--- src/rtl/exe_lsu_req_if.sv ---
// Bus-side handshake between the load/store request engine and the data-SRAM-like bridge.
// The engine is the master; the bridge answers with addr_ok/data_ok/rdata.
interface exe_lsu_req_if #(
    parameter int DATA_W = 32,
    parameter int ADDR_W = 32
) ();
    logic                  req;
    logic                  wr;
    logic [1:0]            size;
    logic [ADDR_W-1:0]     addr;
    logic [DATA_W/8-1:0]   wstrb;
    logic [DATA_W-1:0]     wdata;
    logic                  addr_ok;
    logic                  data_ok;
    logic [DATA_W-1:0]     rdata;

    modport master (
        output req, wr, size, addr, wstrb, wdata,
        input  addr_ok, data_ok, rdata
    );

    modport slave (
        input  req, wr, size, addr, wstrb, wdata,
        output addr_ok, data_ok, rdata
    );
endinterface

--- src/rtl/exe_lsu_req.sv ---
// Load/store request engine: one held op, DEPTH outstanding bus requests, in-order
// responses with alignment, sign/zero extension and flush-based response suppression.
module exe_lsu_req #(
    parameter int DATA_W = 32,
    parameter int ADDR_W = 32,
    parameter int DEPTH  = 2,
    parameter int TAG_W  = 5
) (
    input  logic              clk,
    input  logic              rst,
    input  logic              in_valid,
    output logic              in_ready,
    input  logic              in_store,
    input  logic [1:0]        in_size,
    input  logic              in_signed,
    input  logic [ADDR_W-1:0] in_addr,
    input  logic [DATA_W-1:0] in_wdata,
    input  logic [TAG_W-1:0]  in_tag,
    output logic              ale,
    input  logic              flush,
    exe_lsu_req_if.master     bus,
    output logic              resp_valid,
    output logic              resp_store,
    output logic [DATA_W-1:0] resp_data,
    output logic [TAG_W-1:0]  resp_tag,
    output logic              busy
);
    localparam int NB    = DATA_W / 8;
    localparam int OFF_W = $clog2(NB);
    localparam int PTR_W = (DEPTH > 1) ? $clog2(DEPTH) : 1;
    localparam int CNT_W = $clog2(DEPTH + 1);

    typedef struct packed {
        logic              store;
        logic [1:0]        size;
        logic              sgn;
        logic [ADDR_W-1:0] addr;
        logic [NB-1:0]     wstrb;
        logic [DATA_W-1:0] wdata;
        logic [TAG_W-1:0]  tag;
    } hold_t;

    typedef struct packed {
        logic             store;
        logic [1:0]       size;
        logic             sgn;
        logic [OFF_W-1:0] off;
        logic [TAG_W-1:0] tag;
    } meta_t;

    hold_t             hold_q, hold_d, new_hold;
    logic              hold_valid_q, hold_valid_d;
    logic              hold_killed_q, hold_killed_d;
    meta_t             fifo_q [DEPTH];
    meta_t             fifo_d [DEPTH];
    logic [DEPTH-1:0]  kill_q, kill_d;
    logic [PTR_W-1:0]  wptr_q, wptr_d, rptr_q, rptr_d;
    logic [CNT_W-1:0]  cnt_q, cnt_d;
    logic              resp_valid_q, resp_valid_d;
    logic              resp_store_q, resp_store_d;
    logic [DATA_W-1:0] resp_data_q, resp_data_d;
    logic [TAG_W-1:0]  resp_tag_q, resp_tag_d;

    logic              misaligned, accept, push, pop;
    logic [NB-1:0]     size_mask;
    logic [DATA_W-1:0] rep_wdata, shifted, ext;
    meta_t             popped;

    // Dword ops are only legal on a 64-bit bus.
    assign misaligned = (in_size == 2'd1 && in_addr[0]) ||
                        (in_size == 2'd2 && in_addr[1:0] != 2'b00) ||
                        (in_size == 2'd3 && (DATA_W == 32 || in_addr[2:0] != 3'b000));
    assign ale        = in_valid && misaligned;
    assign in_ready   = !hold_valid_q && (cnt_q < CNT_W'(DEPTH)) && !flush;
    assign accept     = in_valid && in_ready && !misaligned;
    assign push       = hold_valid_q && bus.addr_ok;
    assign pop        = bus.data_ok && (cnt_q != '0);
    assign popped     = fifo_q[rptr_q];

    // NOTE: every signal written here gets a default first, so no path infers a latch.
    always_comb begin
        size_mask = '0;
        rep_wdata = '0;
        case (in_size)
            2'd0:    size_mask = NB'(8'h01);
            2'd1:    size_mask = NB'(8'h03);
            2'd2:    size_mask = NB'(8'h0F);
            default: size_mask = NB'(8'hFF);
        endcase
        for (int i = 0; i < NB; i++) begin
            case (in_size)
                2'd0:    rep_wdata[i*8 +: 8] = in_wdata[7:0];
                2'd1:    rep_wdata[i*8 +: 8] = in_wdata[(i % 2)*8 +: 8];
                2'd2:    rep_wdata[i*8 +: 8] = in_wdata[(i % 4)*8 +: 8];
                default: rep_wdata[i*8 +: 8] = in_wdata[i*8 +: 8];
            endcase
        end
        new_hold.store = in_store;
        new_hold.size  = in_size;
        new_hold.sgn   = in_signed;
        new_hold.addr  = in_addr;
        new_hold.wstrb = in_store ? (size_mask << in_addr[OFF_W-1:0]) : '0;
        new_hold.wdata = rep_wdata;
        new_hold.tag   = in_tag;
    end

    always_comb begin
        shifted = bus.rdata >> {popped.off, 3'b000};
        ext     = shifted;
        case (popped.size)
            2'd0: begin
                ext       = {DATA_W{popped.sgn & shifted[7]}};
                ext[7:0]  = shifted[7:0];
            end
            2'd1: begin
                ext       = {DATA_W{popped.sgn & shifted[15]}};
                ext[15:0] = shifted[15:0];
            end
            2'd2: begin
                ext       = {DATA_W{popped.sgn & shifted[31]}};
                ext[31:0] = shifted[31:0];
            end
            default: ext = shifted;
        endcase
    end

    always_comb begin
        hold_d        = hold_q;
        hold_valid_d  = hold_valid_q;
        hold_killed_d = hold_killed_q | flush;
        fifo_d        = fifo_q;
        kill_d        = kill_q | {DEPTH{flush}};
        wptr_d        = wptr_q;
        rptr_d        = rptr_q;
        cnt_d         = cnt_q;
        resp_valid_d  = 1'b0;
        resp_store_d  = resp_store_q;
        resp_data_d   = resp_data_q;
        resp_tag_d    = resp_tag_q;

        if (push) begin
            hold_valid_d   = 1'b0;
            fifo_d[wptr_q] = '{store: hold_q.store, size: hold_q.size, sgn: hold_q.sgn,
                               off: hold_q.addr[OFF_W-1:0], tag: hold_q.tag};
            kill_d[wptr_q] = hold_killed_q | flush;
            wptr_d         = (wptr_q == PTR_W'(DEPTH - 1)) ? '0 : wptr_q + PTR_W'(1);
        end
        if (accept) begin
            hold_d        = new_hold;
            hold_valid_d  = 1'b1;
            hold_killed_d = 1'b0;
        end
        // A flush arriving with data_ok suppresses the entry being popped.
        if (pop) begin
            rptr_d = (rptr_q == PTR_W'(DEPTH - 1)) ? '0 : rptr_q + PTR_W'(1);
            if (!(kill_q[rptr_q] || flush)) begin
                resp_valid_d = 1'b1;
                resp_store_d = popped.store;
                resp_data_d  = popped.store ? '0 : ext;
                resp_tag_d   = popped.tag;
            end
        end
        if (push && !pop) cnt_d = cnt_q + CNT_W'(1);
        if (pop && !push) cnt_d = cnt_q - CNT_W'(1);
    end

    // NOTE: non-blocking assignments so every flop samples the same pre-edge values.
    always_ff @(posedge clk) begin
        if (rst) begin
            hold_q        <= '0;
            hold_valid_q  <= 1'b0;
            hold_killed_q <= 1'b0;
            kill_q        <= '0;
            wptr_q        <= '0;
            rptr_q        <= '0;
            cnt_q         <= '0;
            resp_valid_q  <= 1'b0;
            resp_store_q  <= 1'b0;
            resp_data_q   <= '0;
            resp_tag_q    <= '0;
        end else begin
            hold_q        <= hold_d;
            hold_valid_q  <= hold_valid_d;
            hold_killed_q <= hold_killed_d;
            kill_q        <= kill_d;
            wptr_q        <= wptr_d;
            rptr_q        <= rptr_d;
            cnt_q         <= cnt_d;
            resp_valid_q  <= resp_valid_d;
            resp_store_q  <= resp_store_d;
            resp_data_q   <= resp_data_d;
            resp_tag_q    <= resp_tag_d;
        end
    end

    // NOTE: FIFO payload is not reset; an entry is only read after a push has written it.
    always_ff @(posedge clk) begin
        fifo_q <= fifo_d;
    end

    assign bus.req    = hold_valid_q;
    assign bus.wr     = hold_q.store;
    assign bus.size   = hold_q.size;
    assign bus.addr   = hold_q.addr;
    assign bus.wstrb  = hold_q.wstrb;
    assign bus.wdata  = hold_q.wdata;
    assign resp_valid = resp_valid_q;
    assign resp_store = resp_store_q;
    assign resp_data  = resp_data_q;
    assign resp_tag   = resp_tag_q;
    assign busy       = hold_valid_q || (cnt_q != '0);
endmodule

--- src/flat_wrapper.sv ---
// flat-port wrapper written by rule: the top's interface ports become plain ports
module exe_lsu_req_flat 
#(
    parameter int DATA_W = 32,
    parameter int ADDR_W = 32,
    parameter int DEPTH  = 2,
    parameter int TAG_W  = 5
)
  (clk, rst, in_valid, in_ready, in_store, in_size, in_signed, in_addr, in_wdata, in_tag, ale, flush, resp_valid, resp_store, resp_data, resp_tag, busy, bus_req, bus_wr, bus_size, bus_addr, bus_wstrb, bus_wdata, bus_addr_ok, bus_data_ok, bus_rdata);
  exe_lsu_req_if #(.DATA_W(DATA_W), .ADDR_W(ADDR_W)) bus_i ();
  input  logic clk;
  input  logic rst;
  input  logic in_valid;
  output logic in_ready;
  input  logic in_store;
  input  logic [1:0] in_size;
  input  logic in_signed;
  input  logic [ADDR_W-1:0] in_addr;
  input  logic [DATA_W-1:0] in_wdata;
  input  logic [TAG_W-1:0] in_tag;
  output logic ale;
  input  logic flush;
  output logic resp_valid;
  output logic resp_store;
  output logic [DATA_W-1:0] resp_data;
  output logic [TAG_W-1:0] resp_tag;
  output logic busy;
  output wire logic [$bits(bus_i.req)-1:0] bus_req;
  output wire logic [$bits(bus_i.wr)-1:0] bus_wr;
  output wire logic [$bits(bus_i.size)-1:0] bus_size;
  output wire logic [$bits(bus_i.addr)-1:0] bus_addr;
  output wire logic [$bits(bus_i.wstrb)-1:0] bus_wstrb;
  output wire logic [$bits(bus_i.wdata)-1:0] bus_wdata;
  input wire logic [$bits(bus_i.addr_ok)-1:0] bus_addr_ok;
  input wire logic [$bits(bus_i.data_ok)-1:0] bus_data_ok;
  input wire logic [$bits(bus_i.rdata)-1:0] bus_rdata;
  assign bus_req = bus_i.req;
  assign bus_wr = bus_i.wr;
  assign bus_size = bus_i.size;
  assign bus_addr = bus_i.addr;
  assign bus_wstrb = bus_i.wstrb;
  assign bus_wdata = bus_i.wdata;
  assign bus_i.addr_ok = bus_addr_ok;
  assign bus_i.data_ok = bus_data_ok;
  assign bus_i.rdata = bus_rdata;
  exe_lsu_req #(.DATA_W(DATA_W), .ADDR_W(ADDR_W), .DEPTH(DEPTH), .TAG_W(TAG_W)) u_core (.clk(clk), .rst(rst), .in_valid(in_valid), .in_ready(in_ready), .in_store(in_store), .in_size(in_size), .in_signed(in_signed), .in_addr(in_addr), .in_wdata(in_wdata), .in_tag(in_tag), .ale(ale), .flush(flush), .bus(bus_i), .resp_valid(resp_valid), .resp_store(resp_store), .resp_data(resp_data), .resp_tag(resp_tag), .busy(busy));
endmodule
--- config.mk ---
export PLATFORM = sky130hd
export DESIGN_NAME = exe_lsu_req_flat
export DESIGN_NICKNAME = d
export VERILOG_FILES = /design/src/rtl/exe_lsu_req_if.sv /design/src/rtl/exe_lsu_req.sv /design/src/flat_wrapper.sv
export SDC_FILE = /design/constraint.sdc
export NUM_CORES = 1
export LEC_CHECK = 0
export BUFFER_PORTS_ARGS = -buffer_cell sky130_fd_sc_hd__buf_2
export CORE_UTILIZATION = 40
export CTS_BUF_LIST = sky130_fd_sc_hd__clkbuf_16
export CTS_CLUSTER_SIZE = 20
export DETAILED_ROUTE_END_ITERATION = 7
export PLACE_DENSITY = 0.77
export SYNTH_ARGS = -nofsm -noshare
export SYNTH_HDL_FRONTEND = slang
export SYNTH_SLANG_ARGS = --single-unit
--- constraint.sdc ---
create_clock -name clk -period 2.2 [get_ports clk]
set_input_delay 0.44 -clock clk [delete_from_list [all_inputs] [get_ports clk]]
set_output_delay 0.44 -clock clk [all_outputs]
set_load 0.01 [all_outputs]
=== Word level (Yosys, flattened, before mapping) ===
Index checks and enable logic that the tools add are counted.

* Register bits: 146

* $add $sub $neg: 4
* Magnitude comparators: 7
* Eq/ne operators: 4
* Shift-type cells: 2
* Muxes and demuxes: 26
* Bitwise logic cells: 8
* Reduce and logical (&&, ||, !) cells: 32

{| class="wikitable"
|+ Operators with widths
! kind !! count
|-
| one-hot mux 32 bit (2 select lines) || 1
|-
| two-way mux 11 bit || 4
|-
| two-way mux 32 bit || 1
|-
| >> shifter 32 x 5 -> 32 bit || 1
|-
| bitwise mux 22 bit || 1
|-
| two-way mux 8 bit || 2
|-
| one-hot mux 8 bit (2 select lines) || 1
|-
| logical AND 1 bit || 13
|-
| demux 11 bit (select 1 bit) || 1
|-
| two-way mux 1 bit || 8
|-
| one-hot mux 4 bit (2 select lines) || 1
|-
| nonzero test 2 bit || 4
|-
| two-way mux 2 bit || 3
|-
| OR reduction 2 bit || 3
|-
| zero test 1 bit || 5
|-
| == test 2 x 1 -> 1 bit (second input constant) || 2
|-
| == test 2 bit (second input constant) || 2
|-
| >= comparator 2 bit (second input constant) || 2
|-
| zero test 2 bit || 2
|-
| logical OR 1 bit || 4
|-
| < comparator 1 x 2 -> 1 bit (second input constant) || 2
|-
| two-way mux 4 bit || 1
|-
| NOT 1 -> 2 bit || 2
|-
| left shift 4 x 2 -> 4 bit || 1
|-
| other kinds (13) || 16
|}

=== Longest topological paths before layout ===
Gate-level depths: netlist of run 1.

* Word-level depth: 8
* Mapped depth: 8
* Mapped depth without buffers: 6

=== Worst setup path after synthesis of run 1 ===
Ideal clock, no wire load.

* Kind: reg2reg
* Start point: register u_core.rptr_q
* End point: register u_core.resp_data_q[12] (netlist: u_core.resp_data[12])
* Library setup time: 117 ps
* Data arrival time: 1877 ps
* Data required time: 2083 ps
* Slack: 206 ps
* Cell stages (with the launch flop): 9
* Path buffers: 3
* Period minus slack after synthesis: 1994 ps
* Cells stage by stage: dfxtp_1 > buf_6 > buf_12 > mux2i_4 > buf_2 > mux2_2 > a22oi_1 > o21ai_0 > a22o_1

* Longest elaborated chain between the ends: 8
* Elaborated cells between the ends (all ways): 15

{| class="wikitable"
|+ RTL lines
! what !! RTL line !! RTL
|-
| start: declaration || exe_lsu_req.sv:57 || <nowiki>logic [PTR_W-1:0] wptr_q, wptr_d, rptr_q, rptr_d;</nowiki>
|-
| start signal: assignment || exe_lsu_req.sv:187 || <nowiki>rptr_q <= rptr_d;</nowiki>
|-
| NOT 1 -> 2 bit (implied by the code) || exe_lsu_req.sv:78 || <nowiki>assign popped = fifo_q[rptr_q];</nowiki>
|-
| two-way mux 11 bit (implied by the code) (3 in a row) || exe_lsu_req.sv:78 ||
|-
| >> shifter 32 x 5 -> 32 bit || exe_lsu_req.sv:108 || <nowiki>shifted = bus.rdata >> {popped.off, 3'b000};</nowiki>
|-
| AND 1 bit || exe_lsu_req.sv:112 || <nowiki>ext = {DATA_W{popped.sgn & shifted[7]}};</nowiki>
|-
| one-hot mux 32 bit (2 select lines) || exe_lsu_req.sv:110 || <nowiki>case (popped.size)</nowiki>
|-
| two-way mux 32 bit || exe_lsu_req.sv:159 || <nowiki>resp_data_d = popped.store ? '0 : ext;</nowiki>
|-
| end signal: assignment || exe_lsu_req.sv:191 || <nowiki>resp_data_q <= resp_data_d;</nowiki>
|-
| end: declaration || exe_lsu_req.sv:61 || <nowiki>logic [DATA_W-1:0] resp_data_q, resp_data_d;</nowiki>
|}

Parallel ways exist; a longest one is shown, timed or not. The select of a mux whose other input is x is not followed.
A chain may end at the register's enable or synchronous reset.

=== Worst setup path after layout of run 1 ===
* Start point: register u_core.rptr_q
* End point: register u_core.resp_data_q[24] (netlist: u_core.resp_data[24])

* Longest elaborated chain between the ends: 8
* Elaborated cells between the ends (all ways): 16

{| class="wikitable"
|+ RTL lines
! what !! RTL line
|-
| NOT 1 -> 2 bit (implied by the code) || exe_lsu_req.sv:78
|-
| two-way mux 11 bit (implied by the code) (3 in a row) || exe_lsu_req.sv:78
|-
| >> shifter 32 x 5 -> 32 bit || exe_lsu_req.sv:108
|-
| AND 1 bit, on equally long branches || exe_lsu_req.sv:116, exe_lsu_req.sv:112
|-
| one-hot mux 32 bit (2 select lines) || exe_lsu_req.sv:110
|-
| two-way mux 32 bit || exe_lsu_req.sv:159
|}

Parallel ways exist; a longest one is shown, timed or not. The select of a mux whose other input is x is not followed.

==> results of run 1 <==
-- sequential cells by signal, indices dropped and copies added (netlist names) --
name / cells
u_core.bus.addr: 32
u_core.bus.wdata: 32
u_core.resp_data: 32
u_core.fifo_q: 22
u_core.hold_q: 6
u_core.resp_tag: 5
u_core.bus.wstrb: 4
u_core.bus.size: 2
u_core.cnt_q: 2
u_core.kill_q: 2
u_core.bus.req: 1
u_core.bus.wr: 1
u_core.hold_killed_q: 1
u_core.resp_store: 1
u_core.resp_valid: 1
u_core.rptr_q: 1
u_core.wptr_q: 1
-- cells in the final DEF, fill, tap and decap left out, types with 2 or more instances in the layout --
cell	instances
sky130_fd_sc_hd__a211oi_1	13
sky130_fd_sc_hd__a21oi_1	68
sky130_fd_sc_hd__a22o_1	8
sky130_fd_sc_hd__a22oi_1	22
sky130_fd_sc_hd__a311oi_1	8
sky130_fd_sc_hd__buf_12	3
sky130_fd_sc_hd__buf_2	223
sky130_fd_sc_hd__buf_4	24
sky130_fd_sc_hd__clkbuf_16	18
sky130_fd_sc_hd__clkinv_4	3
sky130_fd_sc_hd__clkinvlp_4	2
sky130_fd_sc_hd__dfxtp_1	124
sky130_fd_sc_hd__diode_2	2
sky130_fd_sc_hd__edfxtp_1	22
sky130_fd_sc_hd__inv_1	2
sky130_fd_sc_hd__inv_6	8
sky130_fd_sc_hd__mux2_2	9
sky130_fd_sc_hd__mux2_4	2
sky130_fd_sc_hd__mux2i_1	34
sky130_fd_sc_hd__mux2i_4	2
sky130_fd_sc_hd__mux4_2	7
sky130_fd_sc_hd__nand2_1	152
sky130_fd_sc_hd__nand2b_1	3
sky130_fd_sc_hd__nand3_1	4
sky130_fd_sc_hd__nor2_1	44
sky130_fd_sc_hd__nor3_1	6
sky130_fd_sc_hd__nor3_2	2
sky130_fd_sc_hd__nor3b_1	2
sky130_fd_sc_hd__nor4b_1	3
sky130_fd_sc_hd__o211ai_1	10
sky130_fd_sc_hd__o21a_1	2
sky130_fd_sc_hd__o21ai_0	25
sky130_fd_sc_hd__o21ai_1	2
sky130_fd_sc_hd__or3_1	2
sky130_fd_sc_hd__xor2_1	3
-- area by class of cell --
cell class / instances / area [sq um] / area share
clock buffer: 18 / 450.4 / 0.05551
clock inverter: 14 / 116.4 / 0.01434
multi-input combinational: 451 / 2765 / 0.3408
inverter: 2 / 7.507 / 0.0009252
timing repair buffer: 250 / 1356 / 0.1672
sequential: 146 / 3143 / 0.3874
tap: 216 / 270.3 / 0.03331
antenna: 2 / 5.005 / 0.0006168
-- layer usage --
metal | GRT usage | vias to the layer above | part of all wire
li1 | - | 2741 | -
met1 | 0.2399 | 2532 | 0.42
met2 | 0.3411 | 236 | 0.48
met3 | 0.07166 | 24 | 0.086
met4 | 0.08181 | 0 | 0.018
met5 | 0 | - | 0
-- power groups by stage --
| stage | Combinational [uW] | Clock (uW) | Sequential [uW] |
|---|---|---|---|
| after global placement | 616 | 0 | 2870 |
| after CTS | 624 | 2830 | 2810 |
| final | 627 | 2780 | 2810 |
| after global routing | 685 | 2940 | 2820 |
| after detailed placement | 621 | 0 | 2870 |
| after floorplan | 409 | 0 | 2870 |
-- how the worst min path moves through the flow --
stage / start / to / cells past startpoint
finish: in_addr[29] / u_core.bus.addr[29] / 3
floorplan: u_core.hold_q[0] / u_core.fifo_q[0] / 0
global placement: u_core.hold_q[73] / u_core.fifo_q[7] / 0
global route: in_addr[29] / u_core.bus.addr[29] / 3
detailed placement: u_core.bus.addr[21] / u_core.bus.addr[21] / 2
CTS: in_addr[29] / u_core.bus.addr[29] / 3
-- worst max-delay path: stages, from the launching register on --
cell,delay [ns]
sky130_fd_sc_hd__dfxtp_1,0.42
sky130_fd_sc_hd__mux2_4,0.33
sky130_fd_sc_hd__or3_4,0.44
sky130_fd_sc_hd__nor4_4,0.51
sky130_fd_sc_hd__a22oi_1,0.19
sky130_fd_sc_hd__nand2_1,0.09
-- through the flow --
stage / hold slack (ns) / util
finish: 0.2389 / 0.5053
global route: 0.2291 / 0.5051
CTS: 0.2290 / 0.5033
detailed placement: 0.4432 / 0.4680
global placement: 0.4333 / 0.4680
floorplan: 0.4254 / -
-- what timing repair did --
action                     CTS  global route
setup endpoints to repair    0             3
hold buffers                 0             0
buffers inserted             0             2
resized for setup            0             0
-- kinds of logic (layout without fill, tap and decap cells) --
family / after synthesis / in the layout
and+or+nand+nor: 229 / 229
AOI/OAI and AO/OA: 163 / 163
DFF: 146 / 146
buffers and inverters: 115 / 284
muxes: 54 / 54
xor gates and xnor gates: 4 / 4
adders and majority gates: 1 / 1
other: 0 / 2
==> results by stage, run 1 <==
Power and ir drop:
- The total internal power is 4592 uW.
- The share of total power dissipated in sequential elements is 0.452.
- The net switching power is 1631 uW.
- The share of total power dissipated in the clock network is 0.447.
- The total design power is between 6000 and 7000 uW.
- Of the total power, the share spent switching nets is 0.2620.
- VDD sags by at most between 0.5 and 0.6 mV.
- The share of total power dissipated in combinational logic is 0.101.
- The power density relative to cell area is about 770 nW/um^2.
- The leakage component of the power is 0.003460 uW.

Synth:
- The synthesized area per cell is ~9.3 sq um.
- Counting flops with an async set or reset pin after synthesis yields a share of 0.
- The part of the Yosys area used for sequential elements is 0.4739.
- The unique cell type count in the Yosys netlist is 50.
- Of the post-synthesis cell area, the dominant cell type holds 0.3743.
- The combinational family with the most area after synthesis is compound AO/OA/AOI/OAI gates.
- Yosys printed 0 warnings.
- The post-synthesis net count is 824.
- The fraction of the mapped netlist area in compound gates is 0.1560.
- The post-synthesis instance area is 6633 sq um.
- After synthesis, the share of cell area in mux cells is 0.1017.
- The number of enable-type register cells in the synthesized netlist is 22.
- Of the total synthesized cell area, the portion taken by XOR and XNOR cells is 0.005282.
- In the synthesized netlist, the number of instances is 712.
- By count the netlist is led by sky130_fd_sc_hd__nand2_1, sky130_fd_sc_hd__dfxtp_1, sky130_fd_sc_hd__buf_4.
- Of the total synthesized cell area, the portion taken by AND, OR, NAND and NOR gates is 0.1509.
- The cell type contributing the most total cell area after synthesis is sky130_fd_sc_hd__dfxtp_1.
- Of the total synthesized cell area, the portion taken by full adders, half adders and majority gates is 0.001886.
- The post-synthesis register bit count is about 150.
- After synthesis, the cell types taking the most area are sky130_fd_sc_hd__dfxtp_1, sky130_fd_sc_hd__edfxtp_1, sky130_fd_sc_hd__nand2_1.
- The most instantiated flip-flop cell in the synthesis netlist is sky130_fd_sc_hd__dfxtp_1.
- The most instantiated library cell after synthesis is sky130_fd_sc_hd__nand2_1.

Layout:
- The share of final-layout standard cells stronger than drive strength 1 is 0.3553.
- The final cell area excluding filler cells is 8114 sq um.
- The count of placed standard cells in the final layout, fillers left out is approximately 1100.
- The layout has 1487 filler cells.
- The number of nets in the final layout is 980.
- Relative to the synthesized area, the layout overhead comes to 22.34%.

Timing:
- Setup violations remaining at the end of the flow were counted as 0.
- The total negative setup slack is 0 ns.
- The number of slew-limit violations in the final report is 0.
- Setup repair after global routing left no endpoint under its margin.
- The final worst setup slack is 0.1692 ns.
- At the pin with the least slew margin, the transition time is 0.8332 ns.
- The clock period minus worst slack is 2.031 ns.
- The post-route clock period utilization is 0.9231.
- Derived from the worst setup path, the maximum achievable clock frequency is just under 500 MHz.
- The worst clock skew is 0.01162 ns.
- The number of hold violations in the final report is 0.
- The worst pin sits at a relative slew slack of 0.4445.

Worst setup path:
- The worst setup path is captured at a flop.
- The biggest fanout along the worst timing path is 12.
- The setup path with the least slack is of type flop to flop.
- Data on the critical path arrives at its endpoint at 2.40 ns.
- The logic depth of the worst register-to-register path is 5.
- The worst path required time is 2.57 ns.
- The startpoint of the worst-slack reg-to-reg timing path is u_core.rptr_q.
- The endpoint identified for the worst register-to-register timing path is u_core.resp_data[24].
- The launch point of the worst path is u_core.rptr_q.
- The capture point of the worst path is u_core.resp_data[24].
- The launching element type of the critical path is a flop.
- The register-to-register setup slack is 0.17 ns.

Hold path:
- The min-delay analysis places its worst path in the category primary input to flop.

Clocking:
- The H-tree generated during clock tree synthesis spans 4 levels.
- The tree is rooted in a sky130_fd_sc_hd__clkbuf_16.
- The clock-pin transition on the worst setup and hold timing paths is 0.07 ns.
- TritonCTS built the clock tree.
- The deepest clock path buffer count is 2.
- The clock net in this run drives a total of 146 sinks.
- The total clock buffers created by CTS is 17.
- The clock insertion delay at the later pin of the skew report is 0.43 ns.

Global routing:
- The number of global-route vias before repair is 5099.
- The first global-routing pass estimated 26440 microns of wire.
- The initial antenna violation count is 2.
- The global route total overflow is 0.
- The pin count of the biggest net entering global routing is 78.
- In the global route stage, overall resource usage came out at 0.2045.

Status:
- The flow ran to the end, and the final reports show no timing, DRC or antenna violations.

Place:
- The count of buffers added on input and output ports is 224.
- In this run the cell area measured after placement is 7515 sq um.
- The number of placed cells counting well taps is ~1100.
- At the end of routability-driven placement, the weighted congestion stood at 0.8364.
- The wire-length estimate of the detail-placed layout is 12260 microns.
- Prior to clock tree synthesis, the placed netlist has a worst setup slack of roughly 0.11 ns.

Die:
- The area of the die is about 17000 sq um.
- 225 I/O pins were placed.
- The die is 130.8 microns tall.
- The number of standard-cell rows in the floorplan is 46.
- The starting density of the core is 0.4130.
- The placeable core area is 16060 sq um.
- The floorplan step set the die width to between 100 and 150 microns.

Routing:
- After detailed routing, the average wire length per cell comes to 15.61 microns.
- The remaining number of nets flagged by the antenna check after routing is 0.
- For this run, design rule violations remaining after detail routing come to 0.
- The via count is 5533.
- The first routing iteration left approximately 220 violations.
- The final routed wirelength across all metal layers is 17160 microns.
- Using the TritonRoute via totals, the vias-per-cell ratio works out to 5.035.
- The first-pass detailed-route iteration total is 4.

Run:
- The max-cap check violation count is 0.
No activity file was read; power rests on OpenSTA's default activity.
==> run 2, diff against run 1 <==
Settings changed: CORE_UTILIZATION 40 to 35, PLACE_DENSITY 0.77 to 0.7.
==> run 2 against run 1 <==
Sequential share of layout area down 0.35 points. Clock skew grew 0.0027 ns. Combinational power is 1% higher. Register-to-register slack hardly changed. Critical path depth grew 1. Power grew 2.7%. Wire length rose by 1.9%. Final cell count grew 0.82%. Die area grew 14%. Count of clock-buffer cells in the layout increased by 2. Core utilization is 5.7 points lower. Largest power group is now the clock network.
==> results by stage, run 2 (synthesis results as in run 1) <==
Status:
- Result of the run: complete, no violations (unchanged).

Power and ir drop:
- The total design power was 6390 uW (was 6223 uW).
- The maximum ir drop on the vdd rail is 0.5681 mV (was 0.5512 mV).
- The power density relative to cell area was 780.4 nW/um^2 (was 766.9 nW/um^2).
- The leakage component of the power is 0.003491 uW (was 0.003460 uW).

Clocking:
- The clock insertion delay at the later pin of the skew report is 0.42 ns (was 0.43 ns).
- The number of hold buffers added after CTS is 0 (unchanged).
- The TritonCTS clock tree is done (unchanged).
- The TritonCTS sink count was 146 (unchanged).
- The total clock buffers created by CTS is 17 (unchanged).
- The level count of the clock H-tree is 4 (unchanged).
- The deepest clock path buffer count is 2 (unchanged).
- The cell chosen for the clock root is sky130_fd_sc_hd__clkbuf_16 (unchanged).
- The clock-pin transition on the worst setup and hold timing paths is 0.07 ns (about the same).

Global routing:
- The initial antenna violation count is 1 (was 2).
- The number of global-route vias before repair was 5146 (was 5099).
- The wire length of the first global-routing pass is 27260 microns (was 26440 microns).
- The global route total overflow is 0 (unchanged).
- The pin count of the biggest net entering global routing is 83 (was 78).
- The total routing usage reported by global routing came to 0.1788 (was 0.2045).

Routing:
- The count of unresolved DRC violations after routing came to 0 (unchanged).
- The routed wire length per instance is 15.78 microns (was 15.61 microns).
- The first-pass detailed-route iteration total is 5 (was 4).
- The detailed router's first-iteration violation count is 226 (was 217).
- The final routed wirelength across all metal layers is 17480 microns (was 17160 microns).
- The average vias per placed instance is 5.000 (was 5.035).
- The remaining number of nets flagged by the antenna check after routing is 0 (unchanged).
- The via count is 5540 (was 5533).

Worst setup path:
- The worst path required time came to 2.56 ns (was 2.57 ns).
- The logic depth of the worst register-to-register path is 6 (was 5).
- The kind of end point of the critical path is a flop (unchanged).
- The worst endpoint data arrival time is 2.39 ns (was 2.40 ns).
- The launching element type of the critical path is a flop (unchanged).
- The critical path class is flop to flop (unchanged).
- The biggest fanout along the worst timing path is 18 (was 12).

Timing:
- Setup repair after global routing missed its margin: no (unchanged).
- The post-route clock period utilization is 0.9238 (was 0.9231).
- The number of hold violations in the final report is 0 (unchanged).
- The worst clock skew is 0.01437 ns (was 0.01162 ns).
- The relative slew slack is 0.4673 (was 0.4445).
- The total negative setup slack is 0 ns (unchanged).
- The highest clock rate is 492.0 MHz (was 492.4 MHz).
- The transition time at the pin with the least slew margin came to 0.7930 ns (was 0.8332 ns).
- The number of slew-limit violations in the final report is 0 (unchanged).
- The clock period minus worst slack is 2.032 ns (was 2.031 ns).
- The number of failing setup endpoints in the final timing report is 0 (unchanged).

Die:
- The width of the die is 139.7 microns (was 130.8 microns).
- The I/O pin count is 225 (unchanged).
- The area of the die is 19500 sq um (was 17100 sq um).
- The starting density of the core was 0.3630 (was 0.4130).
- The placeable core area came to 18270 sq um (was 16060 sq um).
- The height of the chip came to 139.7 microns (was 130.8 microns).
- The number of standard-cell rows in the floorplan is 49 (was 46).

Hold path:
- The class of the worst hold path is primary input to flop (unchanged).
- The instance count along the most critical hold path was 3 (unchanged).

Layout:
- The layout overhead on the synthesized area is 23.45% (was 22.34%).
- The number of diodes was 0 (was 2).
- The most common cell after layout, fill and taps aside is sky130_fd_sc_hd__buf_2 (unchanged).
- Most frequent cells in the layout: sky130_fd_sc_hd__buf_2, sky130_fd_sc_hd__nand2_1, sky130_fd_sc_hd__dfxtp_1, sky130_fd_sc_hd__a21oi_1, sky130_fd_sc_hd__nor2_1 (unchanged).
- The number of filler instances in the final layout came to 1778 (was 1487).
- The number of nets in the final layout is 979 (was 980).
- The area occupied by registers is 3143 sq um (unchanged).
- The share of final-layout standard cells stronger than drive strength 1 is 0.3538 (was 0.3553).
- The total area of multi-input combinational cells came to 2765 sq um (unchanged).

Place:
- The post-detailed-placement half-perimeter wirelength is 12830 microns (was 12260 microns).
- The final weighted congestion of routability-driven global placement is 0.8678 (was 0.8364).
- The count of port buffers added during placement came to 224 (unchanged).

Run:
- The max-cap check violation count was 0 (unchanged).
run 2: cell count changes in the layout (fill, tap and decap cells not counted), sizes merged:
cell	previous run	this run
inv	10	7
buf	250	249
diode	2	0
clkbuf	18	20
clkinvlp	2	1
bufinv	0	1
run 2: worst max-delay path, cell delays in order, from the launching register on:
cell                      delay, ns
sky130_fd_sc_hd__dfxtp_1       0.37
sky130_fd_sc_hd__buf_12        0.18
sky130_fd_sc_hd__mux2_2        0.39
sky130_fd_sc_hd__nor3_1        0.62
sky130_fd_sc_hd__a22oi_1       0.19
sky130_fd_sc_hd__o21ai_0       0.11
sky130_fd_sc_hd__a22o_1        0.14
run 2: through the flow:
| step | instances | instance area [sq um] | worst slack, ns | hold WS (ns) | utilization |
|---|---|---|---|---|---|
| global route | 1108 | 8188 | 0.03185 | 0.2390 | 0.4482 |
| CTS | 1107 | 8180 | 0.05913 | 0.2380 | 0.4477 |
| floorplan | 712 | 6633 | 0.2061 | 0.4254 | - |
| global placement | 1076 | 7569 | 0.1313 | 0.4356 | 0.4143 |
| detailed placement | 1076 | 7569 | 0.07374 | 0.4400 | 0.4143 |
| finish | 1108 | 8188 | 0.1676 | 0.2543 | 0.4482 |
run 2: final timing paths:
path                                       start                    to  slack, ns
worst min-delay path                 in_addr[28]   u_core.bus.addr[28]       0.25
worst max-delay path               u_core.rptr_q  u_core.resp_data[14]       0.17
worst min register to register  u_core.hold_q[0]     u_core.fifo_q[11]       0.44
worst max register to register     u_core.rptr_q  u_core.resp_data[14]       0.17
run 2: layout make-up:
| class | instances | share of cell area |
|---|---|---|
| clock inverters | 11 | 0.01360 |
| repair buffers | 249 | 0.1678 |
| well taps | 229 | 0.03499 |
| clock buffers | 20 | 0.06112 |
| flip-flops and latches | 146 | 0.3839 |
| inverters | 2 | 0.0009169 |
| multi-input cells | 451 | 0.3377 |
run 2: routing by layer:
metal / wire length, microns / track usage
met5: 13 / 0
met4: 236 / 0.05552
met1: 7286 / 0.2119
met3: 1761 / 0.07261
met2: 8183 / 0.2952
run 2: timing repair:
item / in CTS / in global routing
setup buffers: 0 / 1
gates resized for setup: 0 / 0
setup endpoints to repair: 0 / 8
run 2: power by group:
part	switching [uW]	leakage [uW]	total (uW)	internal (uW)
clock	1170	0.000301	2940	1780
combinational	355	0.00201	633	279
sequential	39.1	0.00118	2810	2780
total	1560	0.00349	6390	4830
